<file path="config.mk">
export PLATFORM = sky130hd
export DESIGN_NAME = ram_stack_ctrl
export DESIGN_NICKNAME = d
export VERILOG_FILES = /design/src/rtl/ram_stack_ctrl.sv
export SDC_FILE = /design/constraint.sdc
export NUM_CORES = 1
export LEC_CHECK = 0
export ABC_AREA = 1
export CAP_MARGIN = 20
export CORE_MARGIN = 10
export CORE_UTILIZATION = 30
export CTS_BUF_LIST = sky130_fd_sc_hd__clkbuf_4 sky130_fd_sc_hd__clkbuf_8 sky130_fd_sc_hd__clkbuf_16
export CTS_CLUSTER_DIAMETER = 80
export DETAILED_ROUTE_END_ITERATION = 8
export GPL_TIMING_DRIVEN = 0
export PLACE_DENSITY = 0.56
export SYNTH_ARGS = -nofsm -noshare
export SYNTH_HDL_FRONTEND = slang
export SYNTH_SLANG_ARGS = --single-unit
</file>
<file path="constraint.sdc">
create_clock -name clk -period 4.3 [get_ports clk]
set_input_delay 1.075 -clock clk [delete_from_list [all_inputs] [get_ports clk]]
set_output_delay 1.075 -clock clk [all_outputs]
set_load 0.01 [all_outputs]
</file>
<file path="src/rtl/ram_stack_ctrl.sv">
// ram_stack_ctrl: LIFO stack controller driving an external single-cycle
// registered-read RAM. The stack pointer sp equals the number of held words,
// so the top of stack lives at RAM address sp-1 and the next free slot at sp.
//
// Request semantics (no backpressure handshake; requests are accepted or
// refused in the same cycle they are presented):
//   pop_acc  = pop  & ~empty
//   push_acc = push & (~full | pop_acc)
// A refused request sets the matching sticky flag (overflow / underflow) and
// is otherwise ignored. pop_valid rises exactly one cycle after each accepted
// pop, when the RAM's registered read data is presented on pop_data.
module ram_stack_ctrl #(
  parameter int DATA_WIDTH = 9,
  parameter int ADDR_WIDTH = 15
) (
  input  logic                  clk,
  input  logic                  rst,
  input  logic                  push,
  input  logic                  pop,
  input  logic [DATA_WIDTH-1:0] push_data,
  output logic                  pop_valid,
  output logic [DATA_WIDTH-1:0] pop_data,
  output logic [ADDR_WIDTH:0]   count,
  output logic                  empty,
  output logic                  full,
  output logic                  overflow,
  output logic                  underflow,
  output logic                  ram_we,
  output logic [ADDR_WIDTH-1:0] ram_write_addr,
  output logic [ADDR_WIDTH-1:0] ram_read_addr,
  output logic [DATA_WIDTH-1:0] ram_data_in,
  input  logic [DATA_WIDTH-1:0] ram_data_out
);

  // Stack depth as an sp value: a lone 1 in the top sp bit.
  localparam logic [ADDR_WIDTH:0]   DEPTH    = {1'b1, {ADDR_WIDTH{1'b0}}};
  localparam logic [ADDR_WIDTH:0]   SP_ONE   = {{ADDR_WIDTH{1'b0}}, 1'b1};
  localparam logic [ADDR_WIDTH-1:0] ADDR_ONE = {{(ADDR_WIDTH-1){1'b0}}, 1'b1};

  logic [ADDR_WIDTH:0]   sp;
  logic [ADDR_WIDTH:0]   sp_next;
  logic [ADDR_WIDTH-1:0] sp_addr;
  logic [ADDR_WIDTH-1:0] top_addr;
  logic                  pop_acc;
  logic                  push_acc;

  // Status comes only from the registered pointer, never from this cycle's requests.
  assign count    = sp;
  assign empty    = (sp == '0);
  assign full     = (sp == DEPTH);

  // Low address bits of sp: next free slot; one below it: current top.
  assign sp_addr  = sp[ADDR_WIDTH-1:0];
  assign top_addr = sp_addr - ADDR_ONE;

  // Reset wins over any request in the same cycle, so no RAM write and no
  // pointer motion can leak through while rst is high.
  assign pop_acc  = pop & ~empty & ~rst;
  assign push_acc = push & (~full | pop_acc) & ~rst;

  // Popped data is the RAM's registered output, passed straight through.
  assign pop_data = ram_data_out;

  // RAM port drive: a push+pop pair overwrites the top in place; the RAM's
  // read-before-write behaviour returns the old top on the following cycle.
  always_comb begin
    ram_we         = push_acc;
    ram_data_in    = push_data;
    ram_read_addr  = top_addr;
    ram_write_addr = pop_acc ? top_addr : sp_addr;
  end

  // Pointer update: net change is +1 for push only, -1 for pop only, 0 otherwise.
  always_comb begin
    sp_next = sp;
    case ({push_acc, pop_acc})
      2'b10:   sp_next = sp + SP_ONE;
      2'b01:   sp_next = sp - SP_ONE;
      default: sp_next = sp;
    endcase
  end

  // Registered state: pointer, read-valid pipeline bit and sticky error flags.
  always_ff @(posedge clk) begin
    if (rst) begin
      sp        <= '0;
      pop_valid <= 1'b0;
      overflow  <= 1'b0;
      underflow <= 1'b0;
    end else begin
      sp        <= sp_next;
      pop_valid <= pop_acc;
      if (push && !push_acc) overflow  <= 1'b1;
      if (pop  && !pop_acc)  underflow <= 1'b1;
    end
  end

endmodule

</file>
==> impl_metrics.csv, run 1 <==
group,metric,value,unit
global_routing,grt_pass1_vias,2399,
critical_path,crit_type,"primary input to output pin",
outcome,outcome,"complete, no violations",
sta,finalMaxSlewViolations,0,
clocking,path_clk_slew,70,ps
power_and_ir_drop,ir_worst_vdd,0.0000862,V
placement,dpl.cell_count,571,
global_routing,grt_max_degree,17,
power_and_ir_drop,cellPowerDensity,310,nW/um^2
critical_path,critPathSlowestCell,"clkdlybuf4s50_1",
sta,hold_violations,0,
logic_synthesis,synth-simple-area-share,37.2,%
die,dieArea,11500,sq um
sta,setup_violations,0,
logic_synthesis,synth_top_family_by_area,"simple AND/OR/NAND/NOR gates",
die,io_pins,92,
power_and_ir_drop,p_total,991,uW
critical_path,cp_max_fo,10,
final_layout,multi_input_area,1430,sq um
route,firstDrtPassIters,4,
global_routing,antenna_found_initial,0,
sta,tightest_slew,513,ps
sta,fmax,246,MHz
placement,hpwl,5960,um
die,die_w,107,um
final_layout,fillers,804,
route,wl_per_cell,12.0,um
die,core,7330,sq um
sta,rsz0062_at_grt,"no",
critical_path,critPathTopFamily,"buffers and inverters",
logic_synthesis,yosys_warnings,0,
global_routing,grt_pass1_wl,11400,um
critical_path,worstSetupStartpointType,"primary input",
final_layout,layout-drive-gt1-share,8.40,%
final_layout,antenna-diode-count,0,
route,routed_via_density,4.29,
sta,fin_skew,4.34,ps
final_layout,nNetsFinal,516,
clocking,clkLatencyLatePin,250,ps
global_routing,track_usage,11.7,%
sta,whs,453,ps
flow_run,cap_violations,0,
critical_path,setup.worst_path.end_class,"output pin",
placement,place_congestion,0.857,
logic_synthesis,synthesis.area,2290,sq um
clocking,clkSinkCount,19,
critical_path,cp.required,3220,ps
critical_path,cpMostUsedCell,"clkdlybuf4s50_1",
logic_synthesis,avgSynthCellArea,5.74,sq um
logic_synthesis,synth_compound_area_share,10.3,%
critical_path,path_buf_inv,4,
power_and_ir_drop,p_leak,1.71,nW
route,routed_wl,6900,um
route,drcViolationCount,0,
clocking,clock_path_buffers,2,
die,start_util,31.3,%
clocking,root_buffer,"clkbuf_8",
min_path,hold_path_class,"register to register",
final_layout,most-common-layout-cells,"137 x nand2_1, 80 x inv_1, 73 x clkdlybuf4s50_1, 29 x nor2_1, 23 x nand3_1",
logic_synthesis,yosysTopAreaCell,"nand2_1",
logic_synthesis,muxShareOfSynthArea,0,%
logic_synthesis,yosysSeqAreaShare,16.6,%
sta,finalCritPeriodShare,94.7,%
logic_synthesis,ys_ff_latch,19,
logic_synthesis,syn_nets,438,
route,antenna_left,0,
logic_synthesis,synth_top_area_share,22.4,%
logic_synthesis,synthAdderAreaFrac,9.61,%
logic_synthesis,synthCells,399,
critical_path,critPathArrivalTime,3000,ps
final_layout,layout_commonest_cell,"nand2_1",
logic_synthesis,yosysUniqueCellTypes,28,
final_layout,seq_area,380,sq um
clocking,cts_made_buffers,3,
route,dr_total_vias,2465,
global_routing,overflow,0,
sta,period_needed,4070,ps
critical_path,slowest_delay,560,ps
sta,slew_headroom,65.8,%
final_layout,final_cells,575,
critical_path,crit_chain,"clkdlybuf4s50_1 -> inv_1 -> nand2_1 -> o21bai_4 -> buf_8 -> o21ai_0 -> clkdlybuf4s50_1",
clocking,cts_tree,"done",
die,rows,31,
final_layout,area_growth_syn_to_layout,39.4,%
die,die_y,107,um
route,drt_iter0_markers,91,
placement,numPortBuffers,73,
logic_synthesis,synth_xor_area_share,4.97,%
clocking,ctsHoldBuffers,0,
logic_synthesis,yosys-top-cells-area,"nand2_1 22%, dfxtp_1 17%, inv_1 13%",
clocking,htreeDepth,1,
==> routing by layer <==
layer / GRT usage [%] / part of all wire [%]
met5: 0 / 0
met4: 3.44 / 0.96
met3: 2.34 / 8.4
met2: 20.0 / 45
met1: 14.5 / 46
==> worst reg2reg max path, cell delays in order, from the launching register on <==
cell and delay, ps:
dfxtp_1 410, inv_1 200, ha_1 260, nand4_2 200, nor2_4 210, nand3_4 120, nor2_1 170, a21oi_1 120
inv_1 70, ha_2 440, ha_1 360, or2_2 310, nand3b_1 120, nand2_1 100, nand2_1 100, nand2_1 60
nand2_1 60, nand3_1 100, nand2_1 90, inv_1 30
==> metrics by stage <==
stage               cell area, sq um  util [%]  TNS [ps]  worst slack [ps]
floorplan                       2290         -         0               872
global placement                3150      42.9      -884              -149
detailed placement              3150      42.9     -1020              -166
CTS                             3190      43.6         0               103
global route                    3200      43.6         0              60.3
finish                          3200      43.6         0               229
==> worst paths after layout <==
kind	start	endpoint	slack, ps	cells past startpoint
max reg2reg	count[0]$_SDFFE_PP0P_	count[13]$_SDFFE_PP0P_	700	19
min reg2reg	underflow$_SDFFE_PP0P_	underflow$_SDFFE_PP0P_	450	2
min	underflow$_SDFFE_PP0P_	underflow$_SDFFE_PP0P_	450	2
max	rst	ram_write_addr[1]	230	7
==> cell families (layout without fill, tap and decap cells) <==
| kind of cell | after synthesis | in the layout |
|---|---|---|
| xor+xnor | 13 | 13 |
| compound gates | 40 | 40 |
| simple gates | 204 | 204 |
| fa+ha+maj | 17 | 17 |
| flops | 19 | 19 |
| buf+inv | 106 | 183 |
==> power by group <==
part	internal, mW	switching (mW)
clock	0.0644	0.0596
combinational	0.308	0.321
sequential	0.198	0.0399
total	0.570	0.421
==> final cells by class <==
cell class	count	share of cell area (%)
multi-input cells	274	44.6
repair buffers	73	22.9
flip-flops and latches	19	11.9
inverters	81	9.51
plain buffers	25	5.76
well taps	99	3.88
clock buffers	3	1.29
clock inverters	1	0.157
==> cells in the mapped netlist <==
cell and number:
o211ai_1 3, buf_8 1, nand4_2 1, nor3_1 3, a21oi_1 21, nand2_1 137
nand3_1 23, nand2_2 3, dfxtp_1 19, inv_1 80, buf_6 1, o21bai_4 1
inv_2 1, nand4_1 1, or2_2 2, xor2_1 9, and2_1 1, xnor2_1 4
fa_1 1, clkbuf_1 4, nor2_4 1, o21ai_2 4, nand3_4 1, nand3b_1 2
ha_1 16, o21ai_0 11, nor2_1 29, buf_4 19
==> state kept, by name, summed over array words and instances, names as in the netlist <==
register,flops
count,16
underflow,1
pop_valid,1
overflow,1
==> what timing repair did <==
action                     4_1_cts  5_1_grt
gates resized for setup          0        1
setup endpoints to repair        0       12
buffers inserted                 0        0
Power figures use the tool's default switching activity.
==> inputs of run 2 (changes only) <==
==> constraint.sdc (replaced) <==
create_clock -name clk -period 4.3 [get_ports clk]
set_input_delay 0.645 -clock clk [delete_from_list [all_inputs] [get_ports clk]]
set_output_delay 0.645 -clock clk [all_outputs]
set_load 0.01 [all_outputs]
==> run 2 against run 1 <==
Power hardly changed. Routed wire length is 0.17% higher. Utilization hardly changed. Combinational power hardly changed. Count of clock-buffer cells in the layout stayed put. Largest cell class unchanged.
==> impl_metrics.csv, run 2 (synthesis gave the netlist of run 1 again) <==
group,metric,value,unit
outcome,outcome,"complete, no violations",
critical_path,critPathSlowestCell,"ha_1",
clocking,cts-resized-gates,0,
die,die_w,107,um
sta,whs,453,ps
clocking,root_buffer,"clkbuf_8",
placement,numPortBuffers,73,
global_routing,grt_pass1_wl,11400,um
min_path,hold_path_class,"register to register",
die,die_y,107,um
final_layout,multi_input_area,1420,sq um
global_routing,overflow,0,
critical_path,cpMostUsedCell,"nand2_1",
final_layout,fillers,805,
power_and_ir_drop,ir_worst_vdd,0.0000862,V
clocking,ctsHoldBuffers,0,
global_routing,antenna_found_initial,0,
sta,fin_skew,4.22,ps
critical_path,setup.worst_path.end_class,"register",
critical_path,crit_chain,"inv_1 -> ha_1 -> nand4_2 -> nor2_4 -> nand3_4 -> nor2_1 -> a21oi_1 -> inv_1 -> ha_1 -> ha_1 -> or2_2 -> nand3b_1 -> nand2_1 -> nand2_1 -> nand2_1 -> nand2_1 -> nand3_1 -> nand2_1 -> inv_1",
clocking,htreeDepth,1,
critical_path,slowest_delay,650,ps
sta,finalSetupTns,0,ps
sta,finalMaxSlewViolations,0,
power_and_ir_drop,cellPowerDensity,310,nW/um^2
global_routing,track_usage,11.7,%
final_layout,nNetsFinal,516,
final_layout,largest_register_ffs,16,
route,dr_total_vias,2472,
placement,hpwl,5960,um
route,antenna_left,0,
critical_path,crit_type,"register to register",
clocking,cts_made_buffers,3,
route,wl_per_cell,12.0,um
route,routed_wl,6910,um
clocking,post-cts-setup-buffers,0,
critical_path,worstSetupStartpointType,"register",
die,core,7330,sq um
sta,tightest_slew,766,ps
die,dieArea,11500,sq um
sta,fmax,257,MHz
die,rows,31,
final_layout,antenna-diode-count,0,
final_layout,layout_commonest_cell,"nand2_1",
die,start_util,31.3,%
final_layout,seq_area,380,sq um
clocking,clkSinkCount,19,
route,firstDrtPassIters,4,
global_routing,grt_pass1_vias,2399,
sta,rsz0062_at_grt,"no",
final_layout,most-common-layout-cells,"137 x nand2_1, 80 x inv_1, 73 x clkdlybuf4s50_1, 29 x nor2_1, 23 x nand3_1",
sta,slew_headroom,49.0,%
critical_path,rrSetupSlack,410,ps
route,routed_via_density,4.30,
clocking,clkLatencyLatePin,260,ps
sta,finalCritPeriodShare,90.4,%
sta,setup_violations,0,
clocking,cts_tree,"done",
final_layout,layout-drive-gt1-share,8.19,%
critical_path,cp_max_fo,16,
die,io_pins,92,
route,drt_iter0_markers,92,
clocking,path_clk_slew,70,ps
critical_path,critPathArrivalTime,4050,ps
placement,place_congestion,0.857,
power_and_ir_drop,p_leak,1.71,nW
sta,period_needed,3890,ps
critical_path,cp.required,4460,ps
route,drcViolationCount,0,
global_routing,grt_max_degree,17,
flow_run,cap_violations,0,
clocking,clock_path_buffers,2,
sta,hold_violations,0,
final_layout,area_growth_syn_to_layout,39.3,%
[run 2: cell count changes in the layout (fill, tap and decap cells not counted)]
cell  change
ha_1      +1
ha_2      -1
[run 2: final timing paths]
path	cells after the start	startpoint	end
setup reg to reg	19	count[0]$_SDFFE_PP0P_	count[13]$_SDFFE_PP0P_
setup / recovery	19	count[0]$_SDFFE_PP0P_	count[13]$_SDFFE_PP0P_
hold reg to reg	2	underflow$_SDFFE_PP0P_	underflow$_SDFFE_PP0P_
hold / removal	2	underflow$_SDFFE_PP0P_	underflow$_SDFFE_PP0P_
[run 2: where the power goes]
part	internal, mW	switching (mW)
clock network	0.0644	0.0605
logic	0.307	0.321
registers	0.198	0.0399
[run 2: critical path: cells and delay by family (launching register included)]
kind | cells | cell delay [ps]
adder cells (fa/ha/maj) | 3 | 1310
AO/OA/AOI/OAI | 1 | 120
flip-flops | 1 | 410
buffers and inverters | 3 | 310
AND/OR/NAND/NOR | 12 | 1670
[run 2: metrics by stage]
step	power [mW]	worst slack (ps)	cell area, sq um	util, %	cells
finish	0.991	414	3190	43.6	575
global route	1.08	78.0	3190	43.6	575
CTS	1.00	461	3190	43.6	575
detailed placement	0.879	264	3150	42.9	571
global placement	0.873	281	3150	42.9	571
floorplan	0.590	872	2290	-	399
[run 2: routing by layer]
layer	up-vias	wire length, um	GRT usage [%]
met4	0	64	3.44
met2	61	3100	20.0
li1	1354	-	-
met3	4	530	2.34
met5	-	0	0
met1	1053	3210	14.5
[run 2: area by class of cell]
cell class,count,area share [%]
Inverter,81,9.52
Buffer,25,5.76
Timing Repair Buffer,73,22.9
Sequential cell,19,11.9
Multi-Input combinational cell,274,44.6
Tap cell,99,3.88
Clock buffer,3,1.29
Clock inverter,1,0.157
